[config.mk]
export PLATFORM = sky130hd
export DESIGN_NAME = bcd_updown_counter
export DESIGN_NICKNAME = d
export VERILOG_FILES = /design/src/rtl/bcd_updown_counter.sv
export SDC_FILE = /design/constraint.sdc
export NUM_CORES = 1
export LEC_CHECK = 0
export CORE_MARGIN = 2
export CORE_UTILIZATION = 40
export CTS_CLUSTER_SIZE = 25
export DETAILED_ROUTE_END_ITERATION = 8
export MAX_ROUTING_LAYER = met4
export PLACE_DENSITY = 0.67
export SETUP_SLACK_MARGIN = 0.5
export SLEW_MARGIN = 10
export SYNTH_ARGS = -nofsm -noshare
export SYNTH_HDL_FRONTEND = slang
export SYNTH_SLANG_ARGS = --single-unit
[constraint.sdc]
create_clock -name clk -period 3.28 [get_ports clk]
set_input_delay 0.656 -clock clk [delete_from_list [all_inputs] [get_ports clk]]
set_output_delay 0.656 -clock clk [all_outputs]
set_load 0.02 [all_outputs]
[src/rtl/bcd_updown_counter.sv]
`default_nettype none
// ============================================================================
// Module   : bcd_updown_counter
// Purpose  : Multi-decade BCD up/down counter with prescaler, parallel load
//            (out-of-range digits clamped to 9), tick and wrap pulses.
// Options  : define BCD_COUNTER_SATURATE_EN to saturate at 0/all-9s instead
//            of rolling over.
// Revision : 1.0 - initial release
// ============================================================================
module bcd_updown_counter #(
  parameter int DIGITS   = 2,
  parameter int TICK_DIV = 100_000_000
) (
  input  logic                  clk,
  input  logic                  reset,
  input  logic                  en,
  input  logic                  up,
  input  logic                  load,
  input  logic [4*DIGITS-1:0]   load_val,
  output logic [4*DIGITS-1:0]   count,
  output logic                  tick,
  output logic                  wrap
);

  localparam int              CW     = 4 * DIGITS;
  localparam int              PS_W   = (TICK_DIV > 1) ? $clog2(TICK_DIV) : 1;
  localparam logic [PS_W-1:0] PS_MAX = PS_W'(TICK_DIV - 1);

  logic [PS_W-1:0] prescaler_q, prescaler_d;
  logic [CW-1:0]   count_q, count_d;
  logic            tick_q, tick_d;
  logic            wrap_q, wrap_d;

  logic [CW-1:0]   load_clamped;
  logic [CW-1:0]   stepped;
  // Carry (up) or borrow (down) out of the most significant decade: the
  // count sits at all-9s (up) or all-0s (down), i.e. the step is a roll-over.
  logic            edge_hit;

  // Digits above 9 are not valid BCD; clamp each one independently to 9.
  for (genvar g = 0; g < DIGITS; g++) begin : g_clamp
    assign load_clamped[4*g +: 4] = (load_val[4*g +: 4] > 4'd9) ? 4'd9 : load_val[4*g +: 4];
  end

  // Ripple one step through the decades, carrying/borrowing while a digit wraps.
  always_comb begin
    stepped  = count_q;
    edge_hit = 1'b1;
    for (int i = 0; i < DIGITS; i++) begin
      if (edge_hit) begin
        if (up) begin
          if (count_q[4*i +: 4] == 4'd9) begin
            stepped[4*i +: 4] = 4'd0;
          end else begin
            stepped[4*i +: 4] = count_q[4*i +: 4] + 4'd1;
            edge_hit          = 1'b0;
          end
        end else begin
          if (count_q[4*i +: 4] == 4'd0) begin
            stepped[4*i +: 4] = 4'd9;
          end else begin
            stepped[4*i +: 4] = count_q[4*i +: 4] - 4'd1;
            edge_hit          = 1'b0;
          end
        end
      end
    end
  end

  // Next state: load beats stepping; en=0 freezes prescaler and count.
  always_comb begin
    prescaler_d = prescaler_q;
    count_d     = count_q;
    tick_d      = 1'b0;
    wrap_d      = 1'b0;
    if (load) begin
      prescaler_d = '0;
      count_d     = load_clamped;
    end else if (en) begin
      if (prescaler_q == PS_MAX) begin
        prescaler_d = '0;
        tick_d      = 1'b1;
        wrap_d      = edge_hit;
`ifdef BCD_COUNTER_SATURATE_EN
        // A step that would roll over is blocked; the count stays at the limit.
        if (!edge_hit) begin
          count_d = stepped;
        end
`else
        count_d = stepped;
`endif
      end else begin
        prescaler_d = prescaler_q + 1'b1;
      end
    end
  end

  // State registers with asynchronous active-low clear.
  always_ff @(posedge clk or negedge reset) begin
    if (!reset) begin
      prescaler_q <= '0;
      count_q     <= '0;
      tick_q      <= 1'b0;
      wrap_q      <= 1'b0;
    end else begin
      prescaler_q <= prescaler_d;
      count_q     <= count_d;
      tick_q      <= tick_d;
      wrap_q      <= wrap_d;
    end
  end

  assign count = count_q;
  assign tick  = tick_q;
  assign wrap  = wrap_q;

endmodule
`default_nettype wire
==> results.txt, run 1 <==
- VDD sags by at most 0.2056 mV.
* Overall die width: 79.12 um
- Number of hold-repair buffers added at the cts stage: 0
- The mapped netlist covers 2257 um2.
- Average instance area after synthesis: 8.518 um2
* Final Max Tran Viols: 0
* Busiest grt layer: met2
* Least setup slack across all paths after layout: 0.7428 ns
* Category of the most critical setup path: reg2reg
- The number of global-route vias before repair is 1723.
* Root Buffer Master: clkbuf_8
* Number of synthesized register bits: 37
* Placement row count: 27
* Number of instances in the synthesized netlist: 265
- Vias post-DR: 1836
- Antenna diode instance count: 0
- Routed wire length: 4460 um
* Status: finished, final reports clean
- Sequential fraction of the synthesis area: 0.4102
- In this run the remaining antenna-violating nets after routing total 0.
- For this configuration, the core starts out at a cell density of 0.4124.
* Proportion of register bits with asynchronous set or reset after synthesis: 1.000
- The initial antenna violation count came to 0.
- Post-detailed-route DRC marker count: 0
- Io pins: 23
- TritonCTS clock tree: yes
* Data required time at the worst endpoint: 3.45 ns
* Final worst clock skew: 0.004996 ns
- Routability-driven placement finished with a final weighted congestion of 0.8194.
- The final-report hold violation count came to 0.
* Clock period minus final worst setup slack: 2.537 ns
- Counting along the longest clock path gives a buffer depth of 2.
- Clk Latency, worst-skew pair: 0.29 ns
* RSZ-0062 raised after global routing: false
- Vias per Instance: 5.261
* Number of enable flip-flop cells after synthesis: 0
* Standby leakage power: 1.001 nW
- GRT met2 Usage: 0.2458
* FF+latch area: 925.9 um2
* Worst slew margin relative to its limit: 0.4335
* Largest net degree at the start of global routing: 38
- Most common flop cell mapped by yosys: dfrtp_1
* Type of origin of the critical path: flop
* Final core utilization: 0.4723
* Number of I/O port buffers: 22
- During synthesis, Yosys emitted a total of 0 warnings.
* Die Ht: 79.12 um
* Number of buffers inserted to repair setup after CTS: 0
- The filler cells instantiated in the layout total 547.
- Wire length of the first global-routing pass: 7886 um
- For the pin with the worst max-slew slack, the measured transition is 0.8498 ns.
- Pwr dens: 360.1 nW/um2
- The H-tree was split into 2 levels.
- The wire-length estimate of the detail-placed layout is 3044 um.
- Max-cap violation count: 0
- Dividing the detail-routed wire length by the instance count gives 12.78 um.
* Library cells used by synthesis: 43
* Violation count after the first detailed-route iteration: 108
- 1st-pass router iterations: 4
* # clock sinks: 37
* Fin crit share: 0.7735
- After clock tree synthesis, the repair step resized 0 gates.
- Setup WS pre-CTS: 0.5692 ns
* Met1 Usage GRT: 0.2104
- Based on the critical path, the design can be clocked at up to 394.1 MHz.
- In this run the worst hold path is classified as in2async.
* Nets: 290
- Setup violations remaining at the end of the flow were counted as 0.
- Met3 usage: 0.04773
- Total gr overflow: 0
* Critical Path End Type: flop
- Area of the core region: 5473 um2
- Data arrives at the worst endpoint at 2.71 ns.
- Total area of multi-input combinational cells: 1211 um2
* Number of CTS-inserted buffers: 5
* Floorplan die area: 6260 um2
- Net count of the mapped netlist: 279
* CP Max Fanout: 25
- Clock-pin slew on the worst setup and hold paths: 0.07 ns
- Final total negative setup slack: 0 ns
- Area growth from synthesis to final layout: 14.52%
- In the final layout, the share of cells above drive strength 1 is 0.06498.
- Total global-route track usage: 0.1641
## layer usage
| layer | up-vias | share of wire |
|---|---|---|
| met5 | - | 0 |
| met4 | 0 | 0.013 |
| met3 | 5 | 0.033 |
| met2 | 28 | 0.45 |
| met1 | 867 | 0.50 |
| li1 | 936 | - |
## final timing paths
path                                              from                     endpoint  slack [ns]  cells past startpoint
hold reg to reg            prescaler_q[26]$_DFFE_PN0P_  prescaler_q[26]$_DFFE_PN0P_        0.55                      2
min in group clk           prescaler_q[26]$_DFFE_PN0P_  prescaler_q[26]$_DFFE_PN0P_        0.55                      2
hold / removal                                   reset  prescaler_q[17]$_DFFE_PN0P_        0.46                      1
setup / recovery           prescaler_q[11]$_DFFE_PN0P_  prescaler_q[10]$_DFFE_PN0P_        0.74                      6
max in group asynchronous                        reset   prescaler_q[0]$_DFFE_PN0P_        2.27                      1
setup reg to reg           prescaler_q[11]$_DFFE_PN0P_  prescaler_q[10]$_DFFE_PN0P_        0.74                      6
## stage by stage
step | total power [mW] | instances | cell area [um2] | hold WS (ns)
final | 0.9309 | 349 | 2585 | 0.4609
after CTS | 0.9466 | 349 | 2585 | 0.5019
after detailed placement | 0.6328 | 341 | 2502 | 0.5384
after global placement | 0.6315 | 341 | 2502 | 0.5310
after floorplan | 0.5792 | 265 | 2257 | 0.3604
after global routing | 0.9903 | 349 | 2585 | 0.5330
## layout make-up
type,instances,share of cell area
sequential,37,0.3582
tap,72,0.03485
clock inverter,2,0.003872
multi-input combinational,197,0.4685
clock buffer,6,0.02807
timing repair buffer,25,0.09197
inverter,10,0.01452
## registers in the layout, indices dropped and copies added (netlist names)
name and cells:
prescaler_q 27, count 8, tick 1, wrap 1
## cells in the mapped netlist, types with 2 or more instances
cell type,number,area (um2)
nand3b_1,4,30.03
o21a_1,2,15.01
nand2_1,20,75.07
o22ai_1,3,18.77
buf_1,2,7.510
nor2b_1,3,18.77
inv_1,10,37.54
nor2_1,41,153.9
or4_1,4,30.03
mux2i_1,7,70.07
dfrtp_1,37,925.9
nor4_1,10,62.56
nand3_1,10,50.05
nor3_1,9,45.04
clkbuf_1,16,60.06
xor2_1,3,26.28
a211o_1,2,17.52
nand4_1,4,25.02
o21ai_0,17,85.08
or2_2,4,25.02
or3_1,2,12.51
a221o_1,3,30.03
buf_2,3,15.01
xnor2_1,25,219.0
and3_1,3,18.77
nand4b_1,2,17.52
and2_1,3,18.77
## cell usage in the layout, fill, tap and decap left out, types with 2 or more instances in the layout
| cell | Yosys | layout |
|---|---|---|
| or3_1 | 2 | 2 |
| xor2_1 | 3 | 3 |
| xnor2_1 | 25 | 25 |
| o22ai_1 | 3 | 3 |
| clkbuf_8 | 0 | 5 |
| a211o_1 | 2 | 2 |
| nor4_1 | 10 | 10 |
| inv_1 | 10 | 10 |
| nand2_1 | 20 | 20 |
| and3_1 | 3 | 3 |
| or4_1 | 4 | 4 |
| nand4_1 | 4 | 4 |
| o21a_1 | 2 | 2 |
| clkdlybuf4s50_1 | 0 | 21 |
| dfrtp_1 | 37 | 37 |
| nor2b_1 | 3 | 3 |
| nand4b_1 | 2 | 2 |
| or2_2 | 4 | 4 |
| nand3_1 | 10 | 10 |
| nor3_1 | 9 | 9 |
| nor2_1 | 41 | 41 |
| a221o_1 | 3 | 3 |
| nand3b_1 | 4 | 4 |
| o21ai_0 | 17 | 17 |
| and2_1 | 3 | 3 |
| buf_4 | 0 | 3 |
| clkinv_2 | 0 | 2 |
| mux2i_1 | 7 | 7 |
## power breakdown
part | total [mW] | switching, mW | internal [mW] | leakage (nW)
clock network | 0.308 | 0.160 | 0.147 | 0.0450
registers | 0.494 | 0.0276 | 0.467 | 0.504
logic | 0.129 | 0.0639 | 0.0653 | 0.452
## critical path, cell delays in order, from the launching register on
cell      delay, ns
dfrtp_1        0.43
or4_1          0.55
nor4_1         0.52
nand3_1        0.37
nand2b_1       0.17
buf_4          0.29
nor2_1         0.09
## logic make-up after synthesis
group                      count (synthesis)  share of synthesized area
and+or+nand+nor                          125                     0.2855
muxes                                      8                    0.03603
buffers and inverters                     31                    0.05322
xor gates and xnor gates                  28                     0.1086
AOI/OAI and AO/OA                         35                     0.1009
DFF                                       37                     0.4102
adders and majority gates                  1                   0.005542
Note: power is estimated with default switching activity, not from simulation.
==> inputs of run 2 (changes only) <==
--- a/config.mk
+++ b/config.mk
@@ -10,7 +10,7 @@
 export CTS_CLUSTER_SIZE = 25
 export DETAILED_ROUTE_END_ITERATION = 8
 export MAX_ROUTING_LAYER = met4
-export PLACE_DENSITY = 0.67
+export PLACE_DENSITY = 0.69
 export SETUP_SLACK_MARGIN = 0.5
 export SLEW_MARGIN = 10
 export SYNTH_ARGS = -nofsm -noshare
==> constraint.sdc (replaced) <==
create_clock -name clk -period 2.2 [get_ports clk]
set_input_delay 0.44 -clock clk [delete_from_list [all_inputs] [get_ports clk]]
set_output_delay 0.44 -clock clk [all_outputs]
set_load 0.02 [all_outputs]
==> run 2 against run 1 <==
- first-iteration DRC count grew 2.8%
- clock power grew 53%
- register-to-register slack lost 0.72 ns
- maximum frequency grew 17%
- combinational power grew 57%
- flip-flop and latch count is the same
- final cell count grew 6.3%
- sequential power grew 49%
- global-route usage grew 1.7 points
- critical path type unchanged
- highest routed layer unchanged
==> results.txt, run 2 (synthesized netlist as in run 1, its figures left out) <==
* Detail Route met2 WL: 2488 um (+23%)
* VDD IR-drop max: 0.3044 mV (+48%)
- Cell internal power dissipation: 1.025 mW (+51%)
- The top-level I/O count was 23 (unchanged).
* Comb power frac: 0.144 (+0.005)
* Net Sw Power: 386.1 uW (+53%)
- The ratio of cells with drive above 1 in the final layout is 0.1639 (+0.09890).
- The leakage power total was 1.138 nW (+14%).
- Nets: 312 (+7.6%)
- The time the worst path needs with I/O delays and setup is 2.176 ns (-0.3611 ns).
* Switching share of power: 0.2737 (+0.003120)
- The aggregate global routing overflow is 0 (unchanged).
* Clk Latency, worst-skew pair: 0.30 ns (about the same)
- Arrival time at the worst endpoint: 2.39 ns (-0.32 ns)
- The minimum setup slack among reg-to-reg paths is 0.02 ns (-0.72 ns).
- M1 wire length: 2264 um (+1.2%)
* Peak clock frequency supported by timing: 459.5 MHz (+17%)
* Placed wire-length estimate: 3406 um (+12%)
* Total design power: 1.411 mW (+52%)
- Final hold viol count: 0 (unchanged)
- The path depth of the worst reg2reg path is 4 (-2).
- Vias per Instance: 5.253 (-0.14%)
* Ordered list of cells on the worst path: or4bb_1 > or4_4 > or4_4 > nor4_2
* Pwr dens: 497.7 nW/um2 (+38%)
* TritonCTS clock tree: yes
- # clock sinks: 37 (unchanged)
* Category of the most critical setup path: reg2reg
* Avg WL per Cell: 13.40 um (+4.9%)
- Placement row count: 27 (unchanged)
- Vias post-DR: 1949 (+6.2%)
- The global-route wire length before repair was 8721 um (+11%).
* 1st-pass router iterations: 4 (unchanged)
- Number of global-route vias before repair: 1923 (+12%)
* Leading cell types in the layout, fill and taps excluded: 41 x nor2_1, 35 x dfrtp_1, 25 x xnor2_1
- Clock network power share: 0.333 (+0.003)
- The count of unresolved DRC violations after routing was 0 (unchanged).
- Number of H-tree levels: 2 (unchanged)
- Initial antenna violation count: 0 (unchanged)
- Root Buffer Master: clkbuf_8
- Leaving out fill and tap cells, the most frequent cell in the layout is nor2_1.
- The maximum number of buffers from clock root to sink is 2 (unchanged).
- Setup repair after global routing could not meet its margin everywhere.
* Fin crit share: 0.9891 (+0.2156)
- Detailed-routed wire length on met3: 142 um (-2.7%)
- Routability congestion estimate: 0.7953 (-2.9%)
- Critical Path End Type: flop
* Overall die width: 79.12 um (unchanged)
* Final Max Tran Viols: 0 (unchanged)
* Cell with the most instances on the worst path: or4_4
- Class of the tightest hold or removal check: in2async
* Transition time of the tightest slew-check pin: 0.8406 ns (-0.009149 ns)
- Total setup violations reported at the end of the flow: 0 (unchanged)
- Number of CTS-inserted buffers: 5 (unchanged)
- Routed wire length: 4973 um (+12%)
- The floorplan core area was 5473 um2 (unchanged).
- The critical path's largest stage delay is 0.54 ns (about the same).
* Area growth from synthesis to final layout: 25.61%
- Max-cap violation count: 0 (unchanged)
- The final clock skew came to 0.006861 ns (+0.001864 ns).
- Max FFs per register: 27 (unchanged)
- CP Max Fanout: 2 (-92%)
- The starting density of the core is 0.4124 (unchanged).
* Number of I/O port buffers: 22 (unchanged)
- DP Cell Count: 361 (+5.9%)
- Slowest cell on the critical path: or4_4
- Part of the total power dissipated in sequential elements: 0.523 (-0.008)
* Most flops, register: prescaler_q
- Type of origin of the critical path: flop
* Worst slew margin relative to its limit: 0.4396 (+0.006100)
- Status: finished, final reports clean
- The DRC violation total after the first TritonRoute iteration was 111 (+2.8%).
* Clock-pin slew on the worst setup and hold paths: 0.07 ns (about the same)
* Antenna diode instance count: 0 (unchanged)
* Largest net degree at the start of global routing: 38 (unchanged)
- The post-route antenna net violation count was 0 (unchanged).
- The area of the die is 6260 um2 (unchanged).
- Total global-route track usage: 0.1809 (+0.01684)
- In this run the top signal layer used is met4.
* Final Instance Count excl. Fillers: 371 (+6.3%)
- Die Ht: 79.12 um (unchanged)
- Data required time at the worst endpoint: 2.41 ns (-1.04 ns)
-- run 2: changes by cell type in the layout (fill, tap and decap cells not counted), moves of 3 or more --
| cell | change |
|---|---|
| or4_1 | -3 |
| nor4_1 | -4 |
| buf_4 | +19 |
| clkdlybuf4s50_1 | -5 |
| or4_4 | +3 |
| dlygate4sd2_1 | +5 |
-- run 2: metal layers --
layer,vias up,track usage
li1,982,-
met1,925,0.2266
met2,32,0.3000
met3,10,0.03068
met4,0,0.05690
met5,-,-
-- run 2: power groups by stage --
stage / combinational [mW] / clock [mW] / sequential, mW
finish: 0.203 / 0.470 / 0.738
global route: 0.227 / 0.500 / 0.745
CTS: 0.202 / 0.475 / 0.737
detailed placement: 0.205 / 0 / 0.750
global placement: 0.201 / 0 / 0.749
floorplan: 0.127 / 0 / 0.736
-- run 2: critical path, delay by kind of cell, from the launching register on --
kind	cells	cell delay, ns
DFF	1	0.38
and+or+nand+nor	4	1.72
-- run 2: final cells by class --
cell class,instances,area (um2)
clock buffers,8,80.08
fillers,535,2638
inverters,10,37.54
multi-input cells,197,1282
flip-flops and latches,37,928.4
well taps,72,90.09
repair buffers,47,416.7
-- run 2: what timing repair did --
action / 4_1_cts / 5_1_grt
buffers inserted: 0 / 2
resized for setup: 15 / 4
hold buffers: 0 / 0
setup endpoints to repair: 46 / 41
pin swaps: 3 / 0
-- run 2: path summary, 6_finish.rpt --
check                                                  from                    endpoint
worst min register to register   prescaler_q[3]$_DFFE_PN0P_  prescaler_q[3]$_DFFE_PN0P_
max in group asynchronous                             reset        count[3]$_DFFE_PN0P_
worst max-delay path            prescaler_q[10]$_DFFE_PN0P_              wrap$_DFF_PN0_
worst max register to register  prescaler_q[10]$_DFFE_PN0P_              wrap$_DFF_PN0_
worst min-delay path                                  reset  prescaler_q[9]$_DFFE_PN0P_
min in group clk                 prescaler_q[3]$_DFFE_PN0P_  prescaler_q[3]$_DFFE_PN0P_
-- run 2: stage by stage --
step,TNS (ns),setup slack [ns],utilization,cell area (um2),hold WS [ns]
after global placement,-0.07380,-0.03833,0.4897,2680,0.5295
after CTS,0,0.02211,0.5119,2801,0.2798
after detailed placement,-0.2694,-0.1438,0.4897,2680,0.5468
final,0,0.02392,0.5181,2835,0.2425
after floorplan,0,0.09680,-,2272,0.1444
after global routing,-0.05599,-0.04483,0.5181,2835,0.3202
==> inputs of run 3 (changes only) <==
--- a/config.mk
+++ b/config.mk
@@ -6,13 +6,12 @@
 export NUM_CORES = 1
 export LEC_CHECK = 0
 export CORE_MARGIN = 2
-export CORE_UTILIZATION = 40
+export CORE_UTILIZATION = 45
 export CTS_CLUSTER_SIZE = 25
 export DETAILED_ROUTE_END_ITERATION = 8
 export MAX_ROUTING_LAYER = met4
-export PLACE_DENSITY = 0.69
+export PLACE_DENSITY = 0.75
 export SETUP_SLACK_MARGIN = 0.5
-export SLEW_MARGIN = 10
 export SYNTH_ARGS = -nofsm -noshare
 export SYNTH_HDL_FRONTEND = slang
 export SYNTH_SLANG_ARGS = --single-unit
==> run 3 against run 2 <==
- the flow now finishes with violations (negative setup slack)
- sequential share of layout area shrank 3.8 points
- combinational power grew 27%
- flip-flop and latch count unchanged
- die area fell by 11%
- final cell count rose by 1.1%
- via count increased by 5.5%
- hold slack improved by 0.0014 ns
- core utilization is 15 points higher
- clock power increased by 12%
- clock skew decreased by 0.0016 ns
- critical endpoint is now prescaler_q[20]$_DFFE_PN0P_
- largest cell class unchanged
==> results.txt, run 3 (synthesized netlist as in run 1, its figures left out) <==
- Overall die width: 74.83 um (-5.4%)
* Total area of multi-input combinational cells: 1476 um2 (+15%)
* Most common cell after layout, fill and taps aside: dfrtp_1
* Number of H-tree levels: 2 (unchanged)
- The first-pass iteration count of the detailed router came to 4 (unchanged).
- The critical path is of the reg2reg type.
- Type of origin of the critical path: flop
- Total gr overflow: 0 (unchanged)
* Peak clock frequency supported by timing: 446.7 MHz (-2.8%)
- Violation count after the first detailed-route iteration: 144 (+30%)
- The highest layer touched by signal routing is met4.
- Layout fillers: 388 (-27%)
- Floorplan die area: 5599 um2 (-11%)
- The detail-routed net length per standard cell is 15.30 um (+14%).
- Final core utilization: 0.6703 (+0.1523)
- The ratio of cells with drive above 1 in the final layout came to 0.2890 (+0.1251).
- The antenna diode instance count came to 0 (unchanged).
- The routed wire length was 5737 um (+15%).
* Wire length of the first global-routing pass: 9404 um (+7.8%)
- The top cell types in the final layout, fill and taps aside, are 35 x dfrtp_1, 25 x xnor2_1, 23 x buf_4.
* Vias post-DR: 2057 (+5.5%)
- Placement row count: 25 (-7.4%)
* Root Buffer Master: clkbuf_8
* Routability congestion estimate: 0.8476 (+6.6%)
- Nets: 321 (+2.9%)
* FF+latch area: 928.4 um2 (unchanged)
- Max-cap violation count: 0 (unchanged)
- Arrival time at the worst endpoint: 2.42 ns (+0.03 ns)
- Clk Latency, worst-skew pair: 0.29 ns (about the same)
- Worst slew margin relative to its limit: 0.4486 (+0.008975)
- VDD IR-drop max: 0.3339 mV (+9.7%)
- Detail Route met2 WL: 3069 um (+23%)
- The pre-CTS setup slack was -0.1078 ns (+0.03602 ns).
- Number of hold-repair buffers added at the cts stage: 0 (unchanged)
- M1 wire length: 2415 um (+6.7%)
- Status: complete, but fails checks
- The starting density of the core was 0.4716 (+0.05920).
- Largest net degree at the start of global routing: 38 (unchanged)
- The area growth from synthesis to layout is 42.13%.
* Final worst clock skew: 0.005275 ns (-0.001586 ns)
- Clock Path Buffers: 2 (unchanged)
- Class of the tightest hold or removal check: in2async
* Data required time at the worst endpoint: 2.38 ns (-0.03 ns)
- CP Max Fanout: 6 (+4)
* Number of global-route vias before repair: 1947 (+1.2%)
- More flip-flops sit in one register than any other, and that register is prescaler_q.
- Clock period minus final worst setup slack: 2.239 ns (+0.06259 ns)
- The final-report setup violation count was 8 (+8).
- Remaining antenna violation count: 0 (unchanged)
- The height of the chip was 74.83 um (-5.4%).
- The met3 wire length was 160 um (+13%).
- The number of sinks handled by clock tree synthesis was 37 (unchanged).
- Transition time of the tightest slew-check pin: 0.8272 ns (-0.01346 ns)
* RSZ-0062 raised after global routing: true
* Cell Area, Placed: 2681 um2 (about the same)
- Io pins: 23 (unchanged)
* Final hold viol count: 0 (unchanged)
- Area of the core region: 4786 um2 (-13%)
* Total design power: 1.521 mW (+7.8%)
- Fin crit share: 1.018 (+0.02845)
* Max FFs per register: 27 (unchanged)
* Number of CTS-inserted buffers: 5 (unchanged)
* Placed wire-length estimate: 3338 um (-2.0%)
* Initial antenna violation count: 0 (unchanged)
* Number of I/O port buffers: 22 (unchanged)
- The minimum setup slack among reg-to-reg paths is -0.04 ns (-0.06 ns).
- The total track usage is 0.2313 (+0.05036).
* TritonCTS clock tree: yes
- The final reports fail on negative setup slack.
- Final Max Tran Viols: 0 (unchanged)
* Pwr dens: 474.0 nW/um2 (-4.8%)
* Standby leakage power: 1.261 nW (+11%)
* Critical Path End Type: flop
- The via count normalized by instance count was 5.485 (+4.4%).
- Clock-pin slew on the worst setup and hold paths: 0.07 ns (about the same)
- The design area is 3208 um2 (+13%).
- Least setup slack across all paths after layout: -0.03866 ns (-0.06259 ns)
- The count of unresolved DRC violations after routing was 0 (unchanged).
==> run 3: cell count changes in the layout (fill, tap and decap cells not counted), sizes merged <==
cell | before | now
clkbuf | 8 | 7
clkinv | 0 | 1
clkdlybuf4s50 | 16 | 13
dlygate4sd2 | 5 | 7
buf | 26 | 35
dlymetal6s2s | 0 | 1
==> run 3: per-layer routing <==
metal,up-vias,global-route usage
met3,11,0.03882
met4,0,0.07937
met2,38,0.3821
met5,-,-
li1,1004,-
met1,1004,0.2863
==> run 3: worst max-delay path, stage by stage, from the launching register on <==
cell and delay (ns):
dfrtp_1 0.38, or4bb_1 0.53, buf_4 0.16, buf_6 0.11
nor4_4 0.17, buf_4 0.20, nand3_4 0.09, nand2b_4 0.11
buf_12 0.12, buf_12 0.09, buf_16 0.12, nor2_1 0.05
==> run 3: power by group <==
group,internal (mW),total [mW],switching [mW]
registers,0.696,0.737,0.0410
clock network,0.283,0.527,0.243
logic,0.131,0.257,0.126
total,1.11,1.52,0.411
==> run 3: path summary, 6_finish.rpt <==
check,cells after the start,startpoint,to
worst max register to register,11,prescaler_q[9]$_DFFE_PN0P_,prescaler_q[20]$_DFFE_PN0P_
worst min-delay path,1,reset,prescaler_q[3]$_DFFE_PN0P_
min in group clk,2,prescaler_q[1]$_DFFE_PN0P_,prescaler_q[1]$_DFFE_PN0P_
max in group asynchronous,1,reset,count[0]$_DFFE_PN0P_
worst min register to register,2,prescaler_q[1]$_DFFE_PN0P_,prescaler_q[1]$_DFFE_PN0P_
worst max-delay path,11,prescaler_q[9]$_DFFE_PN0P_,prescaler_q[20]$_DFFE_PN0P_
==> run 3: through the flow <==
stage / TNS [ns] / hold WS [ns] / instances
after floorplan: 0 / 0.1444 / 265
after global placement: -0.03273 / 0.5348 / 357
after detailed placement: -0.4237 / 0.5411 / 357
final: -0.1931 / 0.2439 / 375
after CTS: -0.01727 / 0.2740 / 374
after global routing: -0.6089 / 0.3202 / 375
==> run 3: cell type report <==
cell class / instances / area share
flip-flops and latches: 37 / 0.2894
clock inverters: 1 / 0.001560
clock buffers: 7 / 0.03003
well taps: 67 / 0.02613
multi-input cells: 197 / 0.4602
repair buffers: 56 / 0.1810
inverters: 10 / 0.01170
==> run 3: repair_timing <==
action,CTS,global route
pin swaps,12,15
gates cloned,3,0
setup endpoints to repair,45,40
gates resized for setup,65,19
setup buffers,6,1
